File: src/rtl/ip_exception_filter.sv
// ip_exception_filter
//   Inspects IPv4 headers on a 256-bit AXI4-Stream and steers packets arriving
//   from MAC ports that show an exception to the paired CPU port. The exceptions
//   are: short packet, non-IP, bad version, TTL<=1, or destination IP matching
//   a local-IP table entry. Packets from CPU ports are steered to the paired MAC.
//   Word0 is held in H until word1 arrives, because the destination IP spans
//   both words. Output register O drives the master port.
// Ports
//   AXI_ACLK / AXI_RESETN      : clock, asynchronous active-low reset
//   S_AXIS_*                   : input stream (slave)
//   M_AXIS_*                   : output stream (master), TUSER rewritten on word0
//   tbl_wr_* / tbl_rd_*        : local-IP table write / read access
//   drop_non_ip                : drop non-IP packets from MAC ports instead of steering
//   counter_clr                : synchronous clear of all exception counters
//   *_count                    : saturating 32-bit exception counters
module ip_exception_filter #(
    parameter int C_S_AXIS_DATA_WIDTH  = 256,
    parameter int C_S_AXIS_TUSER_WIDTH = 128,
    parameter int SRC_PORT_POS         = 16,
    parameter int DST_PORT_POS         = 24,
    parameter int NUM_PORTS            = 4,
    parameter int TBL_DEPTH            = 32,
    localparam int TBL_AW              = $clog2(TBL_DEPTH),
    localparam int KW                  = C_S_AXIS_DATA_WIDTH / 8
) (
    input  logic                            AXI_ACLK,
    input  logic                            AXI_RESETN,
    input  logic [C_S_AXIS_DATA_WIDTH-1:0]  S_AXIS_TDATA,
    input  logic [KW-1:0]                   S_AXIS_TSTRB,
    input  logic [C_S_AXIS_TUSER_WIDTH-1:0] S_AXIS_TUSER,
    input  logic                            S_AXIS_TVALID,
    input  logic                            S_AXIS_TLAST,
    output logic                            S_AXIS_TREADY,
    output logic [C_S_AXIS_DATA_WIDTH-1:0]  M_AXIS_TDATA,
    output logic [KW-1:0]                   M_AXIS_TSTRB,
    output logic [C_S_AXIS_TUSER_WIDTH-1:0] M_AXIS_TUSER,
    output logic                            M_AXIS_TVALID,
    output logic                            M_AXIS_TLAST,
    input  logic                            M_AXIS_TREADY,
    input  logic                            tbl_wr_req,
    input  logic [TBL_AW-1:0]               tbl_wr_addr,
    input  logic [31:0]                     tbl_wr_data,
    input  logic                            tbl_wr_valid,
    output logic                            tbl_wr_ack,
    input  logic                            tbl_rd_req,
    input  logic [TBL_AW-1:0]               tbl_rd_addr,
    output logic [31:0]                     tbl_rd_data,
    output logic                            tbl_rd_valid,
    output logic                            tbl_rd_ack,
    input  logic                            drop_non_ip,
    input  logic                            counter_clr,
    output logic [31:0]                     short_count,
    output logic [31:0]                     non_ip_count,
    output logic [31:0]                     ver_count,
    output logic [31:0]                     bad_ttl_count,
    output logic [31:0]                     dest_hit_count,
    output logic [31:0]                     dropped_count
);
    localparam int DW = C_S_AXIS_DATA_WIDTH;
    localparam int UW = C_S_AXIS_TUSER_WIDTH;
    localparam int PW = 2 * NUM_PORTS;
    localparam int IW = $clog2(PW);

    typedef enum logic [2:0] {IDLE, W1, FWD, DRAIN, DROP} state_t;
    state_t state, state_nxt;

    // hold (H) and output (O) registers
    logic [DW-1:0] h_data, o_data;
    logic [KW-1:0] h_strb, o_strb;
    logic [UW-1:0] h_user, o_user;
    logic          h_last, o_last, o_valid;

    // local-IP table
    logic [31:0] tbl_data [TBL_DEPTH];
    logic        tbl_vld  [TBL_DEPTH];

    logic [31:0] cnt [6];   // short, non_ip, ver, bad_ttl, dest_hit, dropped

    logic o_free, accept;
    assign o_free = !o_valid || M_AXIS_TREADY;
    assign accept = S_AXIS_TVALID && S_AXIS_TREADY;

    // ---------------- classification ----------------
    // In IDLE only a 1-beat packet is classified (word0 on the input); in W1 the
    // packet is classified with word0 from H and word1 on the input.
    logic [DW-1:0] cls_w0;
    logic [UW-1:0] cls_user, cls_user_new;
    logic [31:0]   dest_ip;
    logic          cls_short, cls_drop, tbl_hit, src_found;
    logic [IW-1:0] src_idx;
    logic [PW-1:0] src_bits, dst_bits;
    logic [5:0]    inc;

    assign cls_w0    = (state == IDLE) ? S_AXIS_TDATA : h_data;
    assign cls_user  = (state == IDLE) ? S_AXIS_TUSER : h_user;
    assign cls_short = (state == IDLE);
    assign dest_ip   = {cls_w0[15:0], S_AXIS_TDATA[DW-1:DW-16]};
    assign src_bits  = cls_user[SRC_PORT_POS +: PW];
    // paired port of either direction is the index with its LSB flipped
    assign dst_bits  = PW'(1) << (src_idx ^ IW'(1));

    always_comb begin
        tbl_hit = 1'b0;
        for (int i = 0; i < TBL_DEPTH; i++)
            if (tbl_vld[i] && tbl_data[i] == dest_ip) tbl_hit = 1'b1;
    end

    always_comb begin
        src_found = 1'b0;
        src_idx   = '0;
        // scan downwards so the lowest set bit wins
        for (int i = PW - 1; i >= 0; i--)
            if (src_bits[i]) begin
                src_found = 1'b1;
                src_idx   = IW'(i);
            end
    end

    always_comb begin
        logic steer;
        steer        = 1'b0;
        cls_drop     = 1'b0;
        inc          = '0;
        cls_user_new = cls_user;
        if (src_found) begin
            if (src_idx[0]) begin
                steer = 1'b1;                       // CPU -> paired MAC, no checks
            end else if (cls_short) begin
                inc[0] = 1'b1; steer = 1'b1;
            end else if (cls_w0[159:144] != 16'h0800) begin
                inc[1] = 1'b1;
                if (drop_non_ip) begin
                    cls_drop = 1'b1; inc[5] = 1'b1;
                end else begin
                    steer = 1'b1;
                end
            end else if (cls_w0[143:140] != 4'd4) begin
                inc[2] = 1'b1; steer = 1'b1;
            end else if (cls_w0[79:72] <= 8'd1) begin
                inc[3] = 1'b1; steer = 1'b1;
            end else if (tbl_hit) begin
                inc[4] = 1'b1; steer = 1'b1;
            end
        end
        if (steer) cls_user_new[DST_PORT_POS +: PW] = dst_bits;
    end

    // ---------------- FSM ----------------
    logic o_load, o_from_in, o_use_cls, h_load, cls_fire;

    always_ff @(posedge AXI_ACLK or negedge AXI_RESETN) begin
        if (!AXI_RESETN) state <= IDLE;
        else             state <= state_nxt;
    end

    always_comb begin
        state_nxt     = state;
        o_load        = 1'b0;
        o_from_in     = 1'b0;
        o_use_cls     = 1'b0;
        h_load        = 1'b0;
        cls_fire      = 1'b0;
        S_AXIS_TREADY = o_free;
        case (state)
            IDLE: if (accept) begin
                if (S_AXIS_TLAST) begin
                    cls_fire = 1'b1; o_load = 1'b1; o_from_in = 1'b1; o_use_cls = 1'b1;
                end else begin
                    h_load = 1'b1; state_nxt = W1;
                end
            end
            W1: if (accept) begin
                cls_fire = 1'b1;
                if (cls_drop) begin
                    state_nxt = S_AXIS_TLAST ? IDLE : DROP;
                end else begin
                    o_load = 1'b1; o_use_cls = 1'b1; h_load = 1'b1;
                    state_nxt = S_AXIS_TLAST ? DRAIN : FWD;
                end
            end
            FWD: if (accept) begin
                o_load = 1'b1; h_load = 1'b1;
                if (S_AXIS_TLAST) state_nxt = DRAIN;
            end
            DRAIN: begin
                S_AXIS_TREADY = 1'b0;
                if (o_free) begin
                    o_load = 1'b1; state_nxt = IDLE;
                end
            end
            DROP: begin
                S_AXIS_TREADY = 1'b1;
                if (accept && S_AXIS_TLAST) state_nxt = IDLE;
            end
            default: state_nxt = IDLE;
        endcase
    end

    // ---------------- datapath ----------------
    always_ff @(posedge AXI_ACLK or negedge AXI_RESETN) begin
        if (!AXI_RESETN) begin
            h_data <= '0; h_strb <= '0; h_user <= '0; h_last <= 1'b0;
            o_data <= '0; o_strb <= '0; o_user <= '0; o_last <= 1'b0;
            o_valid <= 1'b0;
        end else begin
            if (o_valid && M_AXIS_TREADY) o_valid <= 1'b0;
            if (o_load) begin
                o_valid <= 1'b1;
                o_data  <= o_from_in ? S_AXIS_TDATA : h_data;
                o_strb  <= o_from_in ? S_AXIS_TSTRB : h_strb;
                o_last  <= o_from_in ? S_AXIS_TLAST : h_last;
                o_user  <= o_use_cls ? cls_user_new : h_user;
            end
            if (h_load) begin
                h_data <= S_AXIS_TDATA;
                h_strb <= S_AXIS_TSTRB;
                h_user <= S_AXIS_TUSER;
                h_last <= S_AXIS_TLAST;
            end
        end
    end

    assign M_AXIS_TVALID = o_valid;
    assign M_AXIS_TDATA  = o_data;
    assign M_AXIS_TSTRB  = o_strb;
    assign M_AXIS_TUSER  = o_user;
    assign M_AXIS_TLAST  = o_last;

    // ---------------- counters ----------------
    always_ff @(posedge AXI_ACLK or negedge AXI_RESETN) begin
        if (!AXI_RESETN) begin
            for (int i = 0; i < 6; i++) cnt[i] <= '0;
        end else begin
            for (int i = 0; i < 6; i++) begin
                if (counter_clr)                                   cnt[i] <= '0;
                else if (cls_fire && inc[i] && cnt[i] != '1)       cnt[i] <= cnt[i] + 32'd1;
            end
        end
    end

    assign short_count    = cnt[0];
    assign non_ip_count   = cnt[1];
    assign ver_count      = cnt[2];
    assign bad_ttl_count  = cnt[3];
    assign dest_hit_count = cnt[4];
    assign dropped_count  = cnt[5];

    // ---------------- local-IP table ----------------
    // Registered storage: a lookup or read in the write cycle sees the old entry.
    always_ff @(posedge AXI_ACLK or negedge AXI_RESETN) begin
        if (!AXI_RESETN) begin
            for (int i = 0; i < TBL_DEPTH; i++) begin
                tbl_data[i] <= '0;
                tbl_vld[i]  <= 1'b0;
            end
            tbl_wr_ack   <= 1'b0;
            tbl_rd_ack   <= 1'b0;
            tbl_rd_data  <= '0;
            tbl_rd_valid <= 1'b0;
        end else begin
            tbl_wr_ack <= tbl_wr_req;
            tbl_rd_ack <= tbl_rd_req;
            if (tbl_wr_req) begin
                tbl_data[tbl_wr_addr] <= tbl_wr_data;
                tbl_vld[tbl_wr_addr]  <= tbl_wr_valid;
            end
            if (tbl_rd_req) begin
                tbl_rd_data  <= tbl_data[tbl_rd_addr];
                tbl_rd_valid <= tbl_vld[tbl_rd_addr];
            end
        end
    end

endmodule
File: config.mk
export PLATFORM = sky130hd
export DESIGN_NAME = ip_exception_filter
export DESIGN_NICKNAME = d
export VERILOG_FILES = /design/src/rtl/ip_exception_filter.sv
export SDC_FILE = /design/constraint.sdc
export NUM_CORES = 2
export LEC_CHECK = 0
export BUFFER_PORTS_ARGS = -buffer_cell sky130_fd_sc_hd__buf_2
export CAP_MARGIN = 20
export CORE_MARGIN = 2
export CORE_UTILIZATION = 30
export CTS_CLUSTER_SIZE = 12
export DETAILED_ROUTE_END_ITERATION = 16
export GPL_ROUTABILITY_DRIVEN = 0
export PLACE_DENSITY = 0.43
export SLEW_MARGIN = 10
export SYNTH_ARGS = -nofsm -noshare
export SYNTH_HDL_FRONTEND = slang
export SYNTH_SLANG_ARGS = --single-unit
File: constraint.sdc
create_clock -name AXI_ACLK -period 4.8 [get_ports AXI_ACLK]
set_clock_uncertainty 0.15 [all_clocks]
set_input_delay 0.24 -clock AXI_ACLK [delete_from_list [all_inputs] [get_ports AXI_ACLK]]
set_output_delay 0.24 -clock AXI_ACLK [all_outputs]
set_load 0.02 [all_outputs]
==> results.cfg <==
[die]
io_pins = 1114
die-area_um2 = 381000
die_width_um = 617
rows = 225
initial_core_util = 0.301
die_y_um = 617
core-area_um2 = 375000

[global_route]
overflow = 0
antenna_found_initial = 138
grt_first_pass_wirelength_mm = 793
grt_max_degree = 177
grt_pass1_vias = 96000
grt_util_all_layers = 0.295

[synthesis]
yosysMostFrequentCell = dfrtp_1
muxShareOfSynthArea = 0.217
ys_seq_area_frac = 0.471
synthTopCellsByCount = dfrtp_1 (2,121), mux2_2 (1,453), nand2_1 (1,065)
ys_types = 107
synth.cell_area_um2 = 113000
synth_top_family_by_area = multiplexers
synth_seq_cells = 2121
synth_area_leaders = dfrtp_1 (47%), mux2_2 (15%), mux4_2 (6.6%), xnor2_1 (4.9%), nand2_1 (3.5%)
syn_nets = 10600
synth-compound-area-share = 0.0613
synth_xor_area_frac = 0.0789
syn_avg_cell_area_um2 = 11.2
async_flop_share = 1.00
yosysTopAreaCellShare = 0.471
yosysTopAreaCell = dfrtp_1
synth-simple-area-share = 0.140
ys.flop_type = dfrtp_1
synth_cells = 10100
synth_edf_count = 0
synthAdderAreaFrac = 0.000666
yosys_warnings = 0

[place]
dp_slack_ns = -0.828
post-place-cells = 16000
portBuffers = 1113
dp_hpwl_mm = 434

[timing]
min_period_over_period = 1.04
setup_viol_count_final = 36
tightestPinTransition_ns = 1.30
max_slew_margin = 0.133
setup_ws_ns = -0.197
min_period_ns = 5.00
drv_slew = 0
whs_ns = 0.0300
rsz0062_at_grt = true
fmax_ghz = 0.200
hold_viol = 0

[run_status]
status = complete, but fails checks
failed_checks = negative setup slack

[power]
ir_worst_vdd_uv = 367
p_leak_uw = 0.0614
finalPower_uw = 86100
powerDensity_nw_per_um2 = 597

[layout]
instances_no_fill = 17300
drive_gt1_frac = 0.339
final_util = 0.385
fin_nets = 12500
area_delta_synth_final_pct = 28.0
fillers = 36700

[clocking]
cts.clk_slew.worst_paths_ns = 0.06
cts_buffers = 273
cts_buffer_depth = 4
clk_latency_ns = 0.94
clockRootBuffer = clkbuf_16
cts_sinks = 2121
cts.htree.levels = 5
cts_tree = done

[routing]
drtIter0Drc = 11400
firstDrtPassIters = 9
wl_per_cell_um = 33.6
ant_nets = 0
vias = 98300
routed_wl_mm = 581
drc_errors = 0
viasPerCell = 5.69

[critical_path]
critPathLaunchType = register
required_ns = 5.44
arrival_ns = 5.64
reg2reg_depth = 15
max_stage_delay_ns = 0.98
worstPathCellList = buf_4, or3_4, buf_4, nor2_1, nor4bb_1, nand4_1, nor4b_4, buf_4, a311oi_4, nand4_1, buf_12, o31ai_2, buf_4, or4_1, mux2_1
crit_path_frequent_cell = buf_4
end_kind = register
path_class = reg2reg
crit_fanout = 8
critPathSlowestCell = nor4bb_1

[hold_path]
hp-class = in2reg
hold_depth = 2

[flow_run]
drv_cap = 0
## critical path: cells and delay by family, from the launching register on
family,cells,cell delay (ns)
AND/OR/NAND/NOR,7,2.76
buffers and inverters,5,0.97
flip-flops,1,0.52
multiplexers,1,0.33
AO/OA/AOI/OAI,2,0.12
## state kept, by name (all words and copies together) (netlist names), 3 cells and up
signal	cells
non_ip_count	32
ver_count	32
h_user	128
bad_ttl_count	32
M_AXIS_TUSER	128
h_data	256
tbl_vld	32
h_strb	32
dest_hit_count	32
tbl_rd_data	32
M_AXIS_TDATA	256
M_AXIS_TSTRB	32
state	3
tbl_data	1024
short_count	32
dropped_count	32
## power breakdown
part / internal [uW] / switching [uW] / leakage, uW
logic: 14200 / 22300 / 0.0308
registers: 23400 / 5420 / 0.0262
clock network: 12200 / 8620 / 0.00439
## path summary, 6_finish.rpt
check,slack [ns],start,endpoint
worst min register to register,0.33,M_AXIS_TLAST$_DFFE_PN0P_,M_AXIS_TLAST$_DFFE_PN0P_
max in group asynchronous,3.02,AXI_RESETN,tbl_data[732]$_DFFE_PN0P_
worst max register to register,-0.20,state[1]$_DFFE_PN0P_,dest_hit_count[19]$_DFFE_PN0P_
worst min-delay path,0.03,tbl_wr_data[6],tbl_data[550]$_DFFE_PN0P_
worst max-delay path,-0.20,state[1]$_DFFE_PN0P_,dest_hit_count[19]$_DFFE_PN0P_
min in group asynchronous,0.10,AXI_RESETN,tbl_data[464]$_DFFE_PN0P_
## final cells by class
cell class	count	area (um2)	share of cell area
Sequential cell	2121	53100	0.368
Clock buffer	374	7810	0.0541
Inverter	80	300	0.00208
Clock inverter	91	1060	0.00736
Timing Repair Buffer	2431	18700	0.129
Antenna cell	75	188	0.00130
Multi-Input combinational cell	7110	57000	0.395
Tap cell	4994	6250	0.0433
## cells in the final DEF (no fill, tap or decap), types with 330 or more instances in the layout
cell type / instances
a31oi_1: 427
buf_2: 1107
buf_4: 488
dfrtp_1: 2118
dlygate4sd3_1: 722
mux2_2: 1453
mux4_2: 330
nand2_1: 1049
nor2_1: 739
xnor2_1: 623
xor2_1: 383
## metal layers
metal	share of wire	global-route usage	wire [um]	vias up
met5	0.00077	0.00215	447	-
met1	0.38	0.361	222000	50600
li1	-	-	-	40300
met3	0.092	0.0789	53500	1762
met2	0.45	0.461	261000	5571
met4	0.076	0.187	44100	58
## per-stage QoR
stage | instance area, um2 | TNS, ns
floorplan | 113000 | 0
global placement | 127000 | -17.09
detailed placement | 127000 | -16.89
CTS | 143000 | 0
global route | 144000 | -0.515
finish | 144000 | -3.01
## logic make-up (layout without fill, tap and decap cells)
logic type               count (synthesis)  after routing
AND/OR/NAND/NOR                       3195           3195
adder cells (fa/ha/maj)                  6              6
flip-flops                            2121           2121
multiplexers                          1840           1840
buffers and inverters                  855           2976
AO/OA/AOI/OAI                         1054           1054
other                                    0             75
XOR/XNOR                              1015           1015
## repair_timing
item | in CTS | in global routing
hold endpoints to repair | 2383 | 39
cloned | 0 | 2
pin swaps | 3 | 23
endpoints found under the setup margin | 40 | 72
setup buffers | 6 | 26
gates resized for setup | 40 | 78
hold buffers | 721 | 2
Power figures use the tool's default switching activity.
